**src/rtl/cpu_pkg.sv**
```systemverilog
// Shared CPU datapath defaults and register-file types.
package cpu_pkg;

    localparam int unsigned DEFAULT_DATA_W = 16;
    localparam int unsigned DEFAULT_ADDR_W = 4;

    typedef logic [DEFAULT_ADDR_W-1:0] reg_addr_t;
    typedef logic [DEFAULT_DATA_W-1:0] reg_data_t;

    localparam int unsigned ZERO_ADDR = 0;

endpackage

```
**src/rtl/regfile_read_port.sv**
```systemverilog
// One combinational register-file read port: address mux, zero-register
// override and same-cycle write bypass.
module regfile_read_port #(
    parameter int unsigned DATA_W   = cpu_pkg::DEFAULT_DATA_W,
    parameter int unsigned ADDR_W   = cpu_pkg::DEFAULT_ADDR_W,
    parameter bit          ZERO_REG = 1'b0,
    parameter bit          BYPASS   = 1'b1
) (
    input  logic [2**ADDR_W-1:0][DATA_W-1:0] regs,
    input  logic [ADDR_W-1:0]                rd_addr,
    input  logic                             wr_en,
    input  logic [ADDR_W-1:0]                wr_addr,
    input  logic [DATA_W-1:0]                wr_data,
    output logic [DATA_W-1:0]                rd_data
);
    import cpu_pkg::*;

    localparam logic [ADDR_W-1:0] ZERO_A = ADDR_W'(ZERO_ADDR);

    // Zero register takes priority over bypass so writes to r0 stay invisible.
    always_comb begin
        rd_data = regs[rd_addr];
        if (ZERO_REG && (rd_addr == ZERO_A)) begin
            rd_data = '0;
        end else if (BYPASS && wr_en && (wr_addr == rd_addr)) begin
            rd_data = wr_data;
        end
    end

endmodule

```
**src/rtl/regfile_scoreboard.sv**
```systemverilog
// Register file with two read ports, one write port and a per-register busy
// scoreboard (reserved by decode, cleared by writeback). State moves on negedge clk.
module regfile_scoreboard #(
    parameter int unsigned DATA_W   = cpu_pkg::DEFAULT_DATA_W,
    parameter int unsigned ADDR_W   = cpu_pkg::DEFAULT_ADDR_W,
    parameter bit          ZERO_REG = 1'b0,
    parameter bit          BYPASS   = 1'b1
) (
    input  logic                  clk,
    input  logic                  reset,
    input  logic                  wr_en,
    input  logic [ADDR_W-1:0]     wr_addr,
    input  logic [DATA_W-1:0]     wr_data,
    input  logic [ADDR_W-1:0]     rd_addr_a,
    output logic [DATA_W-1:0]     rd_data_a,
    output logic                  rd_busy_a,
    input  logic [ADDR_W-1:0]     rd_addr_b,
    output logic [DATA_W-1:0]     rd_data_b,
    output logic                  rd_busy_b,
    input  logic                  rsv_en,
    input  logic [ADDR_W-1:0]     rsv_addr,
    output logic                  rsv_accept,
    output logic [2**ADDR_W-1:0]  busy_vec
);
    import cpu_pkg::*;

    localparam int unsigned       DEPTH  = 2**ADDR_W;
    localparam logic [ADDR_W-1:0] ZERO_A = ADDR_W'(ZERO_ADDR);

    logic [DEPTH-1:0][DATA_W-1:0] regs_q, regs_d;
    logic [DEPTH-1:0]             busy_q, busy_d;
    logic                         wr_drop;

    assign wr_drop = ZERO_REG && (wr_addr == ZERO_A);

    // A busy register written this cycle may be reserved again at once.
    always_comb begin
        rsv_accept = rsv_en && (!busy_q[rsv_addr] || (wr_en && (wr_addr == rsv_addr)));
    end

    always_comb begin
        regs_d = regs_q;
        if (wr_en && !wr_drop) begin
            regs_d[wr_addr] = wr_data;
        end
    end

    // Clear then set: a same-cycle reserve wins over the writeback clear.
    always_comb begin
        busy_d = busy_q;
        if (wr_en) begin
            busy_d[wr_addr] = 1'b0;
        end
        if (rsv_accept) begin
            busy_d[rsv_addr] = 1'b1;
        end
        if (ZERO_REG) begin
            busy_d[ZERO_A] = 1'b0;
        end
    end

    always_ff @(negedge clk or negedge reset) begin
        if (!reset) begin
            regs_q <= '0;
            busy_q <= '0;
        end else begin
            regs_q <= regs_d;
            busy_q <= busy_d;
        end
    end

    assign busy_vec  = busy_q;
    assign rd_busy_a = busy_q[rd_addr_a];
    assign rd_busy_b = busy_q[rd_addr_b];

    regfile_read_port #(
        .DATA_W  (DATA_W),
        .ADDR_W  (ADDR_W),
        .ZERO_REG(ZERO_REG),
        .BYPASS  (BYPASS)
    ) u_port_a (
        .regs   (regs_q),
        .rd_addr(rd_addr_a),
        .wr_en  (wr_en),
        .wr_addr(wr_addr),
        .wr_data(wr_data),
        .rd_data(rd_data_a)
    );

    regfile_read_port #(
        .DATA_W  (DATA_W),
        .ADDR_W  (ADDR_W),
        .ZERO_REG(ZERO_REG),
        .BYPASS  (BYPASS)
    ) u_port_b (
        .regs   (regs_q),
        .rd_addr(rd_addr_b),
        .wr_en  (wr_en),
        .wr_addr(wr_addr),
        .wr_data(wr_data),
        .rd_data(rd_data_b)
    );

endmodule

```
**config.mk**
```make
export PLATFORM = sky130hd
export DESIGN_NAME = regfile_scoreboard
export DESIGN_NICKNAME = d
export VERILOG_FILES = /design/src/rtl/cpu_pkg.sv /design/src/rtl/regfile_read_port.sv /design/src/rtl/regfile_scoreboard.sv
export SDC_FILE = /design/constraint.sdc
export NUM_CORES = 1
export LEC_CHECK = 0
export BUFFER_PORTS_ARGS = -buffer_cell sky130_fd_sc_hd__buf_2
export CAP_MARGIN = 20
export CORE_ASPECT_RATIO = 1.1
export CORE_MARGIN = 8
export CORE_UTILIZATION = 65
export CTS_BUF_LIST = sky130_fd_sc_hd__clkbuf_2 sky130_fd_sc_hd__clkbuf_4 sky130_fd_sc_hd__clkbuf_8
export DETAILED_ROUTE_END_ITERATION = 7
export PLACE_DENSITY_LB_ADDON = 0.08
export SLEW_MARGIN = 20
export SYNTH_ARGS = -nofsm -noshare
export SYNTH_HDL_FRONTEND = slang
export SYNTH_HIERARCHICAL = 1
export SYNTH_SLANG_ARGS = --single-unit
```
**constraint.sdc**
```tcl
create_clock -name clk -period 3.13 [get_ports clk]
set_input_delay 0.313 -clock clk [delete_from_list [all_inputs] [get_ports clk]]
set_output_delay 0.313 -clock clk [all_outputs]
set_load 0.03 [all_outputs]
```
* After elaboration in Yosys (flattened, before gate mapping)
Cells that the tools add are included.
** Operators by class
- Div/mod/pow operators :: 0
- Order comparisons :: 6
- Muxes and demuxes :: 21
- Bitwise gates (word level) :: 3
- $mul :: 0
- Shifts and indexed selects :: 0
- Equal/unequal tests :: 3
- Add/sub/neg operators :: 0
- Reduce and logical (&&, ||, !) cells :: 8
** Operators by type and width (count)
- $bwmux 256 :: 1
- $bmux 16 s4 :: 2
- $mux 16 :: 7
- $demux 16 s4 :: 1
- $lt 4x5->1 const B :: 4
- $and 16x16->16 :: 1
- $not 16->16 :: 1
- $or 16x16->16 :: 1
- $bmux 1 s4 :: 3
- $eq 4x4->1 :: 3
- $demux 1 s4 :: 2
- $ge 4x1->1 const B :: 2
- $logic_and 1x1->1 :: 6
- $mux 1 :: 5
- $logic_not 1->1 :: 1
- $logic_or 1x1->1 :: 1
** Word-level totals
- Bits in registers :: 272
- RAM bits :: 0
- Memories kept :: 0
- Output and inout port bits :: 51
- Input port bits :: 36
- Word-level logic and storage cells :: 58
- Bits in read-only memories :: 0
- Bits in latches :: 0

* Depth between registers and ports, before layout
- Depth after elaboration :: 9
- Depth in mapped cells :: 7
- Depth with buffers taken out :: 4

* Modules after synthesis
Netlist, hierarchy kept.
** By module, submodules not included
- regfile_scoreboard :: instances 1, cells each 667, area each 10886.7 um2, sequential area each 6806.5 um2
- regfile_read_port :: instances 2, cells each 155, area each 2301.0 um2, sequential area each 0.0 um2

==> impl_metrics.tcl <==
set metrics [dict create \
    final-max-slew-violation-count 0 \
    antenna_cells 0 \
    async_flop_share 1.000 \
    drtIter0Drc 700 \
    drc_errors 0 \
    drt-pass1-iter-count 4 \
    numClockSinks 272 \
    ys_seq_area_frac 0.4395 \
    yosys.cell_count.top_type "mux2_2" \
    path_class "reg -> out" \
    die_h_um 177.9 \
    cts_max_level 2 \
    place.gp.congestion 0.8699 \
    synthTopCellsByArea "dfrtn_1 44%, mux2_2 21%, mux4_2 20%" \
    clk_latency_ps 520 \
    path_cells "mux4_2, mux2i_1, mux2i_1, mux2_4, buf_6" \
    critPathCaptureType "output pin" \
    syn-num-nets 1013 \
    ys_ff_latch 272 \
    wl_um 38980 \
    synth.distinct_cells 36 \
    yosysTopAreaCell "dfrtn_1" \
    syn_area_per_cell_um2 15.85 \
    critPathMaxFanout 3 \
    antenna_left 0 \
    path_clk_slew_ps 40 \
    p_leak_nw 8.033 \
    place_ws_ps -351.2 \
    post-dp-hpwl_um 24190 \
    clockBufferDepth 3 \
    syn_inst 977 \
    violations "negative setup slack" \
    critPathBufInv 1 \
    rows 59 \
    cpMostUsedCell "mux2i_1" \
    timing.setup.tns_ps -28820 \
    port_buffers 86 \
    critPathTopFamily "multiplexers" \
    nNetsFinal 1169 \
    finClkSkew_ps 4.014 \
    grt_pass1_vias 10320 \
    fin_cells 1473 \
    worst_pin_slew_ps 594.6 \
    cts_tree "done" \
    vdd_ir_drop_max_mv 0.5384 \
    layout-drive-gt1-share 0.6310 \
    status "finished, violations left" \
    synth_top_cell_area_share 0.4395 \
    syn2layout_area_growth_pct 19.38 \
    layout_setup_ws_ps -887.0 \
    synthFlopType "dfrtn_1" \
    grt_pass1_wl_um 61770 \
    yosysWarningCount 6 \
    cts_inserted_buffers 46 \
    netlist_area_mm2 0.01549 \
    hp-class "reg -> reg" \
    antenna_found_initial 0 \
    die_width_um 163.2 \
    initial_utilization 0.6577 \
    cp_slowest_cell "mux4_2" \
    root_buffer "clkbuf_8" \
    grt_max_degree 65 \
    synth_commonest_cells "288 x mux2_2, 272 x dfrtn_1, 140 x mux4_2, 105 x mux2i_1" \
    grt-ovfl-total 0 \
    placedCellCount 1365 \
    slew_headroom 0.6036 \
    die_area_mm2 0.02903 \
    wl_per_cell_um 26.46 \
    setup_viol 38 \
    critPathLaunchType "flip-flop" \
    io_pins 87 \
    rsz0062_at_grt "yes" \
    design.core.area_mm2 0.02355 \
    viasPerCell 6.589 \
    p_per_area_mw_per_mm2 689.9 \
    worstPathArrival_ps 3700 \
    synth_edf_count 0 \
    grt_usage 0.2805 \
    hold_viol 0 \
    required_ps 2820 \
    cap_viol_max_count 0 \
    vias 9705 \
    max_stage_delay_ps 480 \
]
flip-flops by register name, indices dropped and copies added, names as in the netlist:
register and flops:
busy_vec 16, regs_q 256
power by group:
part	leakage [nW]	total, mW	internal (mW)	switching, mW
logic	4.13	4.09	2.39	1.69
registers	3.34	5.07	4.44	0.628
clock network	0.568	3.60	2.17	1.43
total	8.03	12.8	9.00	3.75
metrics by stage:
step           area, um2  utilization  hold slack [ps]  power [mW]
2_1_floorplan      15680            -            451.4       7.698
3_3_place_gp       16900       0.7177            460.9       8.580
3_5_place_dp       16900       0.7177            468.9       8.731
4_1_cts            18350       0.7791            468.8       12.69
5_1_grt            18490       0.7852            476.6       13.35
6_report           18490       0.7852            471.1       12.76
kinds of logic (layout without fill, tap and decap cells):
| group | count (synthesis) | in the layout | share of synthesized area |
|---|---|---|---|
| multiplexers | 533 | 533 | 0.4808 |
| flip-flops | 272 | 272 | 0.4395 |
| AND/OR/NAND/NOR | 44 | 44 | 0.02157 |
| buffers and inverters | 88 | 279 | 0.03772 |
| AO/OA/AOI/OAI | 28 | 28 | 0.01365 |
| XOR/XNOR | 12 | 12 | 0.006786 |
worst register-to-register path, stage by stage (launching register included):
cell	delay, ps
dfrtn_1	500
mux2i_1	120
mux4_2	510
buf_4	170
a21oi_4	230
o31ai_1	130
placed cells by master, fill, tap and decap left out, drive strengths merged, types with 2 or more instances in the layout:
cell type  instances
xnor2              3
clkbuf            78
mux4             140
xor2               9
o21ai              9
bufinv             2
nand2b             7
nand3b             6
a21oi              2
clkinv             3
buf              194
nor4               2
mux2i            105
nor2              10
o31ai             11
nand3              2
o41ai              4
dfrtn            272
nand2             12
mux2             288
final cells by class:
| type | instances | area [um2] |
|---|---|---|
| Tap cell | 305 | 381.6 |
| Clock inverter | 6 | 82.58 |
| Inverter | 1 | 3.754 |
| Sequential cell | 272 | 6807 |
| Multi-Input combinational cell | 617 | 8279 |
| Clock buffer | 77 | 997.2 |
| Fill cell | 1367 | 5059 |
| Timing Repair Buffer | 195 | 1939 |
path summary, 6_finish.rpt:
kind                        startpoint            to  slack [ps]  cells past startpoint
max                        regs_q[148]  rd_data_b[4]        -890                      5
min                        regs_q[131]   regs_q[131]         470                      1
max reg2reg                busy_vec[2]   busy_vec[8]        1300                      5
min reg2reg                regs_q[131]   regs_q[131]         470                      1
max in group asynchronous        reset   regs_q[155]        1250                      2
min in group asynchronous        reset   busy_vec[5]        1180                      1
routing by layer:
metal  up-vias  share of wire  track usage
li1       4127              -            -
met4         0          0.023      0.09067
met3        60          0.055      0.04200
met2       309           0.50       0.4654
met1      5209           0.42       0.3757
met5         -              0            0
repair_timing:
action                     CTS  global route
setup endpoints to repair   43            44
hold buffers                 0             0
buffers inserted            13            16
resized for setup           92            12
Power figures use the tool's default switching activity.
